==> config.mk <==
export PLATFORM = sky130hd
export DESIGN_NAME = lfsr_scrambler_gen
export DESIGN_NICKNAME = d
export VERILOG_FILES = /design/src/rtl/lfsr_scrambler_pkg.sv /design/src/rtl/lfsr_multistep.sv /design/src/rtl/lfsr_scrambler_gen.sv
export SDC_FILE = /design/constraint.sdc
export NUM_CORES = 1
export LEC_CHECK = 0
export ABC_CLOCK_PERIOD_IN_PS = 9800
export CAP_MARGIN = 20
export CORE_UTILIZATION = 44
export CTS_BUF_LIST = sky130_fd_sc_hd__clkbuf_4 sky130_fd_sc_hd__clkbuf_8 sky130_fd_sc_hd__clkbuf_16
export DETAILED_ROUTE_END_ITERATION = 6
export PLACE_DENSITY = 0.7
export SLEW_MARGIN = 20
export SYNTH_ARGS = -nofsm -noshare
export SYNTH_HDL_FRONTEND = slang
export SYNTH_SLANG_ARGS = --single-unit
==> constraint.sdc <==
create_clock -name clk -period 9.8 [get_ports clk]
set_input_delay 1.47 -clock clk [delete_from_list [all_inputs] [get_ports clk]]
set_output_delay 1.47 -clock clk [all_outputs]
set_load 0.02 [all_outputs]
==> src/rtl/lfsr_scrambler_pkg.sv <==
`default_nettype none
// ============================================================================
//  Module   : lfsr_scrambler_pkg
//  Purpose  : Shared constants for the scrambler keystream generator:
//             FSM state encodings, register offsets relative to the block
//             base address, CTRL/STATUS field positions and default taps.
//  Ports    : none (package)
//  Revision : 1.0 - initial release
// ============================================================================
package lfsr_scrambler_pkg;

    // FSM state encodings (2-bit, also exposed in STATUS[1:0])
    localparam logic [1:0] c_ST_IDLE   = 2'd0;
    localparam logic [1:0] c_ST_RUN    = 2'd1;
    localparam logic [1:0] c_ST_RELOAD = 2'd2;

    // Register offsets from the base address. Seed words occupy
    // [c_OFF_SEED0, c_OFF_SEED0+nw), followed by CTRL and STATUS.
    localparam int c_OFF_SEED0 = 0;

    function automatic logic [11:0] off_ctrl(input int nw);
        return 12'(c_OFF_SEED0 + nw);
    endfunction

    function automatic logic [11:0] off_status(input int nw);
        return 12'(c_OFF_SEED0 + nw + 1);
    endfunction

    // CTRL field positions
    localparam int c_CTRL_RUN      = 0;
    localparam int c_CTRL_AUTO     = 1;
    localparam int c_CTRL_INTV_LSB = 16;

    // STATUS field positions
    localparam int c_STAT_FSM_LSB  = 0;
    localparam int c_STAT_LOCK     = 2;
    localparam int c_STAT_CNT_LSB  = 16;

    // Default feedback mask for the 96-bit primary scrambler polynomial
    localparam logic [95:0] c_DEF_TAPS = 96'h00020000_00000000_00028001;

endpackage
`default_nettype wire

==> src/rtl/lfsr_multistep.sv <==
`default_nettype none
// ============================================================================
//  Module   : lfsr_multistep
//  Purpose  : Purely combinational STEPS-fold Galois LFSR advance.
//             One step: fb = s[W-1]; next = (s << 1) ^ (TAPS & {W{fb}}).
//  Ports    : state_in  [POLY_WIDTH] - current LFSR state
//             state_out [POLY_WIDTH] - state after STEPS single steps
//  Revision : 1.0 - initial release
// ============================================================================
module lfsr_multistep
    import lfsr_scrambler_pkg::*;
#(
    parameter int                    POLY_WIDTH = 96,
    parameter int                    STEPS      = 15,
    parameter logic [POLY_WIDTH-1:0] TAPS       = c_DEF_TAPS
) (
    input  logic [POLY_WIDTH-1:0] state_in,
    output logic [POLY_WIDTH-1:0] state_out
);

    logic [POLY_WIDTH-1:0] w_acc;

    // Unrolled by synthesis into a STEPS-deep XOR network.
    always_comb begin
        w_acc = state_in;
        for (int s = 0; s < STEPS; s++) begin
            w_acc = {w_acc[POLY_WIDTH-2:0], 1'b0} ^ (TAPS & {POLY_WIDTH{w_acc[POLY_WIDTH-1]}});
        end
    end

    assign state_out = w_acc;

endmodule
`default_nettype wire

==> src/rtl/lfsr_scrambler_gen.sv <==
`default_nettype none
// ============================================================================
//  Module   : lfsr_scrambler_gen
//  Purpose  : Parametrised multi-step Galois LFSR keystream generator with a
//             register interface (seed shadow, CTRL, STATUS), ready/valid
//             keystream handshake, optional periodic auto-reseed and sticky
//             all-zero lock-up detection.
//  Ports    : clk, rst              - clock, async active-high reset
//             write, read, addr,
//             wdata, rdata          - register bus (rdata: 1-cycle latency)
//             out_ready, out_valid  - keystream handshake
//             bits_stream[OUT_BITS] - bits_stream[k] = state[POLY_WIDTH-1-k]
//             dout[POLY_WIDTH]      - current LFSR state
//             lockup                - sticky all-zero-state flag
//  Revision : 1.0 - initial release
// ============================================================================
module lfsr_scrambler_gen
    import lfsr_scrambler_pkg::*;
#(
    parameter int                    POLY_WIDTH = 96,
    parameter int                    STEPS      = 15,
    parameter int                    OUT_BITS   = 10,
    parameter logic [POLY_WIDTH-1:0] TAPS       = c_DEF_TAPS,
    parameter logic [11:0]           BASE_ADDR  = 12'h06a
) (
    input  logic                  clk,
    input  logic                  rst,
    input  logic                  write,
    input  logic                  read,
    input  logic [11:0]           addr,
    input  logic [31:0]           wdata,
    output logic [31:0]           rdata,
    input  logic                  out_ready,
    output logic                  out_valid,
    output logic [OUT_BITS-1:0]   bits_stream,
    output logic [POLY_WIDTH-1:0] dout,
    output logic                  lockup
);

    localparam int          c_NW         = POLY_WIDTH / 32;
    localparam logic [11:0] c_OFF_CTRL   = off_ctrl(c_NW);
    localparam logic [11:0] c_OFF_STATUS = off_status(c_NW);

    // ------------------------------------------------------------------
    // Registers
    // ------------------------------------------------------------------
    logic [POLY_WIDTH-1:0] r_state;
    logic [POLY_WIDTH-1:0] r_shadow;
    logic                  r_run;
    logic                  r_auto;
    logic [15:0]           r_intv;
    logic [15:0]           r_cnt;
    logic [1:0]            r_fsm;
    logic                  r_lockup;
    logic [31:0]           r_rdata;

    // ------------------------------------------------------------------
    // Address decode
    // ------------------------------------------------------------------
    logic [11:0] w_off;
    logic [11:0] w_seed_idx;
    logic        w_seed_hit;
    logic        w_ctrl_hit;
    logic        w_stat_hit;
    logic        w_seed_wr;
    logic        w_ctrl_wr;

    // Addresses below the base wrap to large offsets and so miss every range.
    assign w_off      = addr - BASE_ADDR;
    assign w_seed_idx = w_off - 12'(c_OFF_SEED0);
    assign w_seed_hit = (w_seed_idx < 12'(c_NW));
    assign w_ctrl_hit = (w_off == c_OFF_CTRL);
    assign w_stat_hit = (w_off == c_OFF_STATUS);
    assign w_seed_wr  = write & w_seed_hit;
    assign w_ctrl_wr  = write & w_ctrl_hit;

    // ------------------------------------------------------------------
    // Advance datapath and handshake
    // ------------------------------------------------------------------
    logic [POLY_WIDTH-1:0] w_adv_state;
    logic                  w_adv;
    logic [15:0]           w_cnt_inc;
    logic                  w_reload_hit;
    logic                  w_run_eff;
    logic [1:0]            w_fsm_nxt;

    lfsr_multistep #(
        .POLY_WIDTH (POLY_WIDTH),
        .STEPS      (STEPS),
        .TAPS       (TAPS)
    ) u_multistep (
        .state_in   (r_state),
        .state_out  (w_adv_state)
    );

    assign out_valid    = (r_fsm == c_ST_RUN) & ~r_lockup;
    assign w_adv        = out_valid & out_ready;
    assign w_cnt_inc    = r_cnt + 16'd1;
    assign w_reload_hit = w_adv & r_auto & (r_intv != 16'd0) & (w_cnt_inc == r_intv);

    // A run-bit write steers the very next FSM state, so run=1 written in
    // IDLE gives out_valid on the following cycle.
    assign w_run_eff    = w_ctrl_wr ? wdata[c_CTRL_RUN] : r_run;

    // ------------------------------------------------------------------
    // FSM
    // ------------------------------------------------------------------
    always_ff @(posedge clk or posedge rst) begin
        if (rst) begin
            r_fsm <= c_ST_IDLE;
        end else begin
            r_fsm <= w_fsm_nxt;
        end
    end

    always_comb begin
        w_fsm_nxt = r_fsm;
        case (r_fsm)
            c_ST_IDLE: begin
                if (w_run_eff) w_fsm_nxt = c_ST_RUN;
            end
            c_ST_RUN: begin
                if (!w_run_eff)        w_fsm_nxt = c_ST_IDLE;
                else if (w_reload_hit) w_fsm_nxt = c_ST_RELOAD;
            end
            c_ST_RELOAD: begin
                // The reload always completes; run only picks the exit.
                w_fsm_nxt = w_run_eff ? c_ST_RUN : c_ST_IDLE;
            end
            default: w_fsm_nxt = c_ST_IDLE;
        endcase
    end

    // ------------------------------------------------------------------
    // LFSR state and seed shadow
    // ------------------------------------------------------------------
    always_ff @(posedge clk or posedge rst) begin
        if (rst) begin
            r_state <= '0;
        end else if (r_fsm == c_ST_RELOAD) begin
            r_state <= r_shadow;
        end else begin
            if (w_adv) r_state <= w_adv_state;
            // Seed words load the live state in IDLE, and also while locked
            // up so a fresh seed can revive a stuck generator. Neither case
            // can coincide with an advance since out_valid is low then.
            if (w_seed_wr && ((r_fsm == c_ST_IDLE) || r_lockup)) begin
                for (int j = 0; j < c_NW; j++) begin
                    if (w_seed_idx == 12'(j)) r_state[32*j +: 32] <= wdata;
                end
            end
        end
    end

    always_ff @(posedge clk or posedge rst) begin
        if (rst) begin
            r_shadow <= '0;
        end else if (w_seed_wr) begin
            for (int j = 0; j < c_NW; j++) begin
                if (w_seed_idx == 12'(j)) r_shadow[32*j +: 32] <= wdata;
            end
        end
    end

    // ------------------------------------------------------------------
    // CTRL, advance counter, lock-up flag
    // ------------------------------------------------------------------
    always_ff @(posedge clk or posedge rst) begin
        if (rst) begin
            r_run  <= 1'b0;
            r_auto <= 1'b0;
            r_intv <= 16'd0;
        end else if (w_ctrl_wr) begin
            r_run  <= wdata[c_CTRL_RUN];
            r_auto <= wdata[c_CTRL_AUTO];
            r_intv <= wdata[c_CTRL_INTV_LSB +: 16];
        end
    end

    always_ff @(posedge clk or posedge rst) begin
        if (rst) begin
            r_cnt <= 16'd0;
        end else if (w_ctrl_wr || (w_fsm_nxt == c_ST_RELOAD) || (r_fsm == c_ST_RELOAD)) begin
            r_cnt <= 16'd0;
        end else if (w_adv) begin
            r_cnt <= w_cnt_inc;
        end
    end

    always_ff @(posedge clk or posedge rst) begin
        if (rst) begin
            r_lockup <= 1'b0;
        end else if (w_seed_wr) begin
            r_lockup <= 1'b0;
        end else if ((r_fsm == c_ST_RUN) && (r_state == '0)) begin
            r_lockup <= 1'b1;
        end
    end

    // ------------------------------------------------------------------
    // Register readback (one-cycle latency, held between reads)
    // ------------------------------------------------------------------
    logic [31:0] w_rd_mux;

    always_comb begin
        w_rd_mux = 32'd0;
        if (w_seed_hit) begin
            for (int j = 0; j < c_NW; j++) begin
                if (w_seed_idx == 12'(j)) w_rd_mux = r_shadow[32*j +: 32];
            end
        end else if (w_ctrl_hit) begin
            w_rd_mux[c_CTRL_RUN]            = r_run;
            w_rd_mux[c_CTRL_AUTO]           = r_auto;
            w_rd_mux[c_CTRL_INTV_LSB +: 16] = r_intv;
        end else if (w_stat_hit) begin
            w_rd_mux[c_STAT_FSM_LSB +: 2]   = r_fsm;
            w_rd_mux[c_STAT_LOCK]           = r_lockup;
            w_rd_mux[c_STAT_CNT_LSB +: 16]  = r_cnt;
        end
    end

    always_ff @(posedge clk or posedge rst) begin
        if (rst) begin
            r_rdata <= 32'd0;
        end else if (read) begin
            r_rdata <= w_rd_mux;
        end
    end

    // ------------------------------------------------------------------
    // Outputs
    // ------------------------------------------------------------------
    for (genvar k = 0; k < OUT_BITS; k++) begin : g_bits
        assign bits_stream[k] = r_state[POLY_WIDTH-1-k];
    end

    assign dout   = r_state;
    assign lockup = r_lockup;
    assign rdata  = r_rdata;

endmodule
`default_nettype wire

== After elaboration in Yosys (flattened, before gate mapping) ==
Cells that the tools add are included.

* Register bits: 261
* Bits in latches: 0
* Memory bits (writable): 0
* Bits in read-only memories: 0
* Input port bits: 49
* Output and inout port bits: 140
* Logic and storage cells: 86
* Memories kept: 0

* $add $sub $neg: 2
* $mul: 0
* Divide/modulo/power cells: 0
* $lt $le $gt $ge: 1
* Equal/unequal tests: 8
* Shift-type cells: 0
* Multiplexer cells: 27
* Bitwise operators: 23
* Reductions and logical operators: 14

{| class="wikitable"
|+ Operator list
! cell !! count
|-
| 96-bit by 82-bit bitwise XOR with 96-bit output || 15
|-
| 96-bit two-way mux || 3
|-
| 32-bit two-way mux || 6
|-
| 96-bit logical NOT || 1
|-
| 16-bit two-way mux || 5
|-
| 12-bit by 2-bit == test with 1-bit output, second input constant || 2
|-
| 16-bit by 1-bit adder with 16-bit output, second input constant || 1
|-
| 16-bit == test || 1
|-
| 16-bit nonzero test || 1
|-
| 13-bit two-way mux || 1
|-
| 12-bit by 1-bit == test with 1-bit output, second input constant || 1
|-
| 12-bit by 3-bit == test with 1-bit output, second input constant || 1
|-
| 12-bit logical NOT || 1
|-
| 12-bit by 2-bit less-than comparator with 1-bit output, second input constant || 1
|-
| 12-bit by 7-bit subtractor with 12-bit output, second input constant || 1
|-
| 2-bit two-way mux || 4
|-
| 1-bit AND || 7
|-
| 3-bit two-way mux || 2
|-
| 2-bit case mux with 3 select lines || 1
|-
| 2-bit AND reduction || 3
|-
| 1-bit two-way mux || 5
|-
| 2-bit == test, second input constant || 2
|-
| 2-bit nonzero test || 2
|-
| 1-bit logical OR || 3
|-
| 4 further kinds || 5
|}

== Logic depth before layout (Yosys ltp) ==
* Depth in word-level cells: 19
* Depth in mapped cells: 12

== Cells and area by module ==
Synthesis repeated with hierarchy kept, for this count alone.

* Cells, all modules: 1597
* Area, all modules: 14538.9 µm²

{| class="wikitable"
|+ By module, submodules not included
! module !! instances !! cells an instance !! area each (µm²) !! sequential area each (µm²)
|-
| lfsr_scrambler_gen || 1 || 1501 || 13583.0 || 6531.3
|-
| lfsr_multistep || 1 || 96 || 955.9 || 0.0
|}

== Least setup slack after synthesis ==
OpenSTA, ideal clock, no wires.

* Kind: input to register
* Start: input port addr[1]
* End: register r_cnt[10]
* Library setup time: 0.094 ns
* Data arrival time: 3.605 ns
* Required time: 9.706 ns
* Setup slack: 6.101 ns
* Cell stages on the path: 12
* Path through: inv_2 -> clkbuf_1 -> ha_1 -> nor2b_1 -> o22ai_1 -> and4_1 -> buf_4 -> and3_1 -> buf_6 -> mux2_4 -> buf_6 -> a211oi_1

* Longest elaborated chain between the ends: 10
* Elaborated cells on any way between the ends: 13

{| class="wikitable"
|+ Ends and longest elaborated chain
! what !! line !! text
|-
| start: declaration || lfsr_scrambler_gen.sv:30 || <nowiki>input logic [11:0] addr,</nowiki>
|-
| 12-bit by 7-bit subtractor with 12-bit output (*) || lfsr_scrambler_gen.sv:69 || <nowiki>assign w_off = addr - BASE_ADDR;</nowiki>
|-
| 12-bit by 2-bit == test with 1-bit output (*) || lfsr_scrambler_gen.sv:72 || <nowiki>assign w_ctrl_hit = (w_off == c_OFF_CTRL);</nowiki>
|-
| 1-bit AND (*) || lfsr_scrambler_gen.sv:75 || <nowiki>assign w_ctrl_wr = write & w_ctrl_hit;</nowiki>
|-
| 1-bit two-way mux (*) || n/a ||
|-
| named net w_run_eff || lfsr_scrambler_gen.sv:84 || <nowiki>logic w_run_eff;</nowiki>
|-
| 1-bit two-way mux (tied with other cells) || lfsr_scrambler_gen.sv:128 || <nowiki>w_fsm_nxt = w_run_eff ? c_ST_RUN : c_ST_IDLE;</nowiki>
|-
| 2-bit case mux with 3 select lines (*) || lfsr_scrambler_gen.sv:118 || <nowiki>case (r_fsm)</nowiki>
|-
| 2-bit == test (*) || lfsr_scrambler_gen.sv:183 || <nowiki>end else if (w_ctrl_wr || (w_fsm_nxt == c_ST_RELOAD) || (r_fsm == c_ST_RELOAD)) begin</nowiki>
|-
| 1-bit logical OR (*) (2 in series) || lfsr_scrambler_gen.sv:183 ||
|-
| 16-bit two-way mux or 2-bit nonzero test (tied branches) || n/a ||
|-
| end signal: assignment || lfsr_scrambler_gen.sv:186 || <nowiki>r_cnt <= w_cnt_inc;</nowiki>
|-
| end: declaration || lfsr_scrambler_gen.sv:52 || <nowiki>logic [15:0] r_cnt;</nowiki>
|}

The timed path passes the listed nets; every way through them passes the cells marked *.
A chain may end at the register's enable or synchronous reset.

== Worst setup path after layout ==
* Start: input port addr[1]
* End: register r_shadow[40]

* Longest elaborated chain between the ends: 4
* Elaborated cells on any way between the ends: 5

{| class="wikitable"
|+ Ends and longest elaborated chain
! what !! line !! text
|-
| 12-bit by 7-bit subtractor with 12-bit output (*) || lfsr_scrambler_gen.sv:69 ||
|-
| 12-bit by 2-bit less-than comparator with 1-bit output || lfsr_scrambler_gen.sv:71 || <nowiki>assign w_seed_hit = (w_seed_idx < 12'(c_NW));</nowiki>
|-
| 1-bit AND || lfsr_scrambler_gen.sv:74 || <nowiki>assign w_seed_wr = write & w_seed_hit;</nowiki>
|-
| 2-bit AND reduction (no line) (*) || n/a ||
|-
| end signal: indexed assignment || lfsr_scrambler_gen.sv:160 || <nowiki>if (w_seed_idx == 12'(j)) r_shadow[32*j +: 32] <= wdata;</nowiki>
|-
| end: declaration || lfsr_scrambler_gen.sv:48 || <nowiki>logic [POLY_WIDTH-1:0] r_shadow;</nowiki>
|}

Mark *: on every way between the ends. The rest lies on a longest branch, timed or not.

==> results_dict.tcl <==
set metrics [dict create \
    status "finished clean" \
    p_leak_nw 7.41 \
    grt_max_degree 144 \
    crit_path_end_kind "flip-flop" \
    first_global_vias 12000 \
    final_cell_mix "nand2_1 (261), dfrtp_1 (261), clkdlybuf4s50_1 (186)" \
    io_buffer_count 188 \
    post-place-ws_ps 4260 \
    cts_setup_buffers 0 \
    post_drt_wl_per_cell_um 26.0 \
    start_util_pct 44.9 \
    drtIter0Drc 1597 \
    reg2reg_depth 7 \
    core_area_um2 31600 \
    numCtsBuffers 28 \
    dp_cells 1939 \
    crit_fanout 24 \
    crit_type "primary input to flip-flop" \
    cts_resized 0 \
    cp-start-kind "primary input" \
    netlist_instances 1466 \
    cts-hold-fix-buffers 0 \
    syn2layout_area_growth_pct 21.0 \
    clk_path_buf_depth 3 \
    setup_slack_ps 4820 \
    synth_edf_count 0 \
    wirelength_um 51800 \
    ys_types 64 \
    drv_cap 0 \
    ys_ff_latch 261 \
    ys_seq_area_share_pct 46.0 \
    rsz0062_at_grt "no" \
    slew_violations 0 \
    holdWs_ps 504 \
    p_total_mw 2.43 \
    fin_skew_ps 17.8 \
    place_congestion 0.945 \
    worst_pin_slew_ps 1060 \
    ioPinCount 189 \
    hpwl_um 35900 \
    die_w_um 182 \
    synth-main-ff-cell "dfrtp_1" \
    worst-endpoint-arrival_ps 5410 \
    synth_area_um2 14200 \
    antenna_found_initial 0 \
    required_ps 10240 \
    vias_per_cell 6.31 \
    async_flop_share_pct 100 \
    htree_levels 1 \
    yosys_warnings 0 \
    min_path_type "flip-flop to flip-flop" \
    cts.clk_slew.worst_paths_ps 70 \
    row_count 65 \
    dr.pass1.iters 6 \
    final_nets 1619 \
    cts.sinks 261 \
    finalSetupViolCount 0 \
    route.detailed.drc 0 \
    layout.cells.non_filler 1991 \
    synth_area_per_cell_um2 9.68 \
    die_area_um2 33000 \
    dieHeight_um 182 \
    layout-drive-gt1-share_pct 13.8 \
    min_path_cells 2 \
    cts-root-buf "clkbuf_16" \
    min_period_ps 4980 \
    antenna_cells 0 \
    drtAntennaViolNets 0 \
    vias 12600 \
    period_share_pct 50.8 \
    synth_nets 1517 \
    clock_latency_ps 550 \
    cts_tree "yes" \
    vdd_drop_max_mv 0.130 \
    fin_tns_setup_ps 0 \
    grt_overflow 0 \
    max_freq_ghz 0.201 \
    finalHoldViolCount 0 \
    p_per_area_nw_per_um2 141 \
    groute.usage.overall_pct 31.2 \
    relSlewSlack_pct 28.9 \
    grt_first_pass_wirelength_um 77500 \
]
## worst paths after layout
check | slack (ps) | end | startpoint
worst max-delay path | 4820 | r_shadow[40] | addr[1]
worst min-delay path | 500 | dout[13] | r_shadow[13]
worst max register to register | 6250 | r_cnt[3] | lockup
worst min register to register | 500 | dout[13] | r_shadow[13]
max in group asynchronous | 6800 | dout[0] | rst
min in group asynchronous | 1300 | rdata[14] | rst
## synthesized netlist by cell type (2+ instances only)
cell / number / area (µm²)
xor2_1: 13 / 114
a31oi_1: 7 / 43.8
a211oi_1: 16 / 120
nor4_1: 36 / 225
o2111a_1: 2 / 22.5
clkbuf_1: 88 / 330
inv_1: 19 / 71.3
o31ai_1: 66 / 495
nor4_4: 2 / 42.5
mux2_2: 109 / 1230
buf_4: 17 / 128
o21ai_0: 72 / 360
nor2b_1: 3 / 18.8
mux2i_1: 43 / 430
nand4_1: 17 / 106
and4_1: 4 / 35.0
dfrtp_1: 261 / 6530
a21oi_1: 34 / 170
a211oi_2: 2 / 25.0
buf_2: 20 / 100
and3_1: 68 / 425
nor3_1: 4 / 20.0
nand3b_1: 3 / 22.5
ha_1: 2 / 25.0
mux4_2: 18 / 405
and4_2: 2 / 20.0
xnor2_1: 67 / 587
buf_1: 6 / 22.5
a221oi_1: 2 / 17.5
mux2_1: 3 / 33.8
and2_1: 3 / 18.8
buf_6: 3 / 33.8
a22oi_1: 19 / 143
nand2_1: 262 / 983
o211ai_1: 4 / 30.0
nand3_1: 28 / 140
nor2_1: 114 / 428
## cell type report
| type | count | area [µm²] |
|---|---|---|
| inverter | 20 | 82.6 |
| fill | 2758 | 14500 |
| multi-input combinational | 1050 | 6990 |
| clock inverter | 14 | 228 |
| tap | 402 | 503 |
| sequential | 261 | 6530 |
| clock buffer | 37 | 805 |
| timing repair buffer | 207 | 2030 |
## metrics by stage
step | utilization, % | area (µm²)
after floorplan | - | 14200
after global placement | 50.9 | 16100
after detailed placement | 50.9 | 16100
after CTS | 54.2 | 17100
after global routing | 54.3 | 17200
final | 54.3 | 17200
## worst max-delay path, cell delays in order
cell and delay, ps:
clkdlybuf4s50_1 460, buf_4 370, inv_2 260, ha_1 310, a21o_1 190, mux2i_1 250
and4_1 400, nand4_1 810, buf_4 550, mux2_2 310
## layer usage
layer	vias up	global-route usage (%)	wire, µm
li1	5349	-	-
met1	6277	44.0	21100
met2	830	45.8	22400
met4	0	10.5	1700
met5	-	0	0
met3	113	9.07	6630
## flip-flops by register name, summed over array words and instances, names as in the netlist
name / flops
r_shadow: 96
r_fsm: 2
r_run: 1
dout: 96
r_cnt: 16
lockup: 1
r_auto: 1
r_intv: 16
rdata: 32
## report_power, final
| group | internal (mW) | switching, mW | total, mW | leakage [nW] |
|---|---|---|---|---|
| Clock | 0.734 | 0.460 | 1.19 | 0.507 |
| Sequential | 1.09 | 0.0138 | 1.10 | 3.11 |
| Combinational | 0.0505 | 0.0834 | 0.134 | 3.79 |
| Total | 1.87 | 0.557 | 2.43 | 7.41 |
## logic make-up (layout without fill, tap and decap cells)
kind of cell             count (synthesis)  count (layout)  share of synthesized area, %
AO/OA/AOI/OAI                          233             233                          10.6
XOR/XNOR                                81              81                          5.12
adder cells (fa/ha/maj)                  2               2                         0.176
buffers and inverters                  155             278                          4.95
flip-flops                             261             261                          46.0
multiplexers                           174             174                          14.9
AND/OR/NAND/NOR                        560             560                          18.3
No activity file was read; power rests on OpenSTA's default activity.
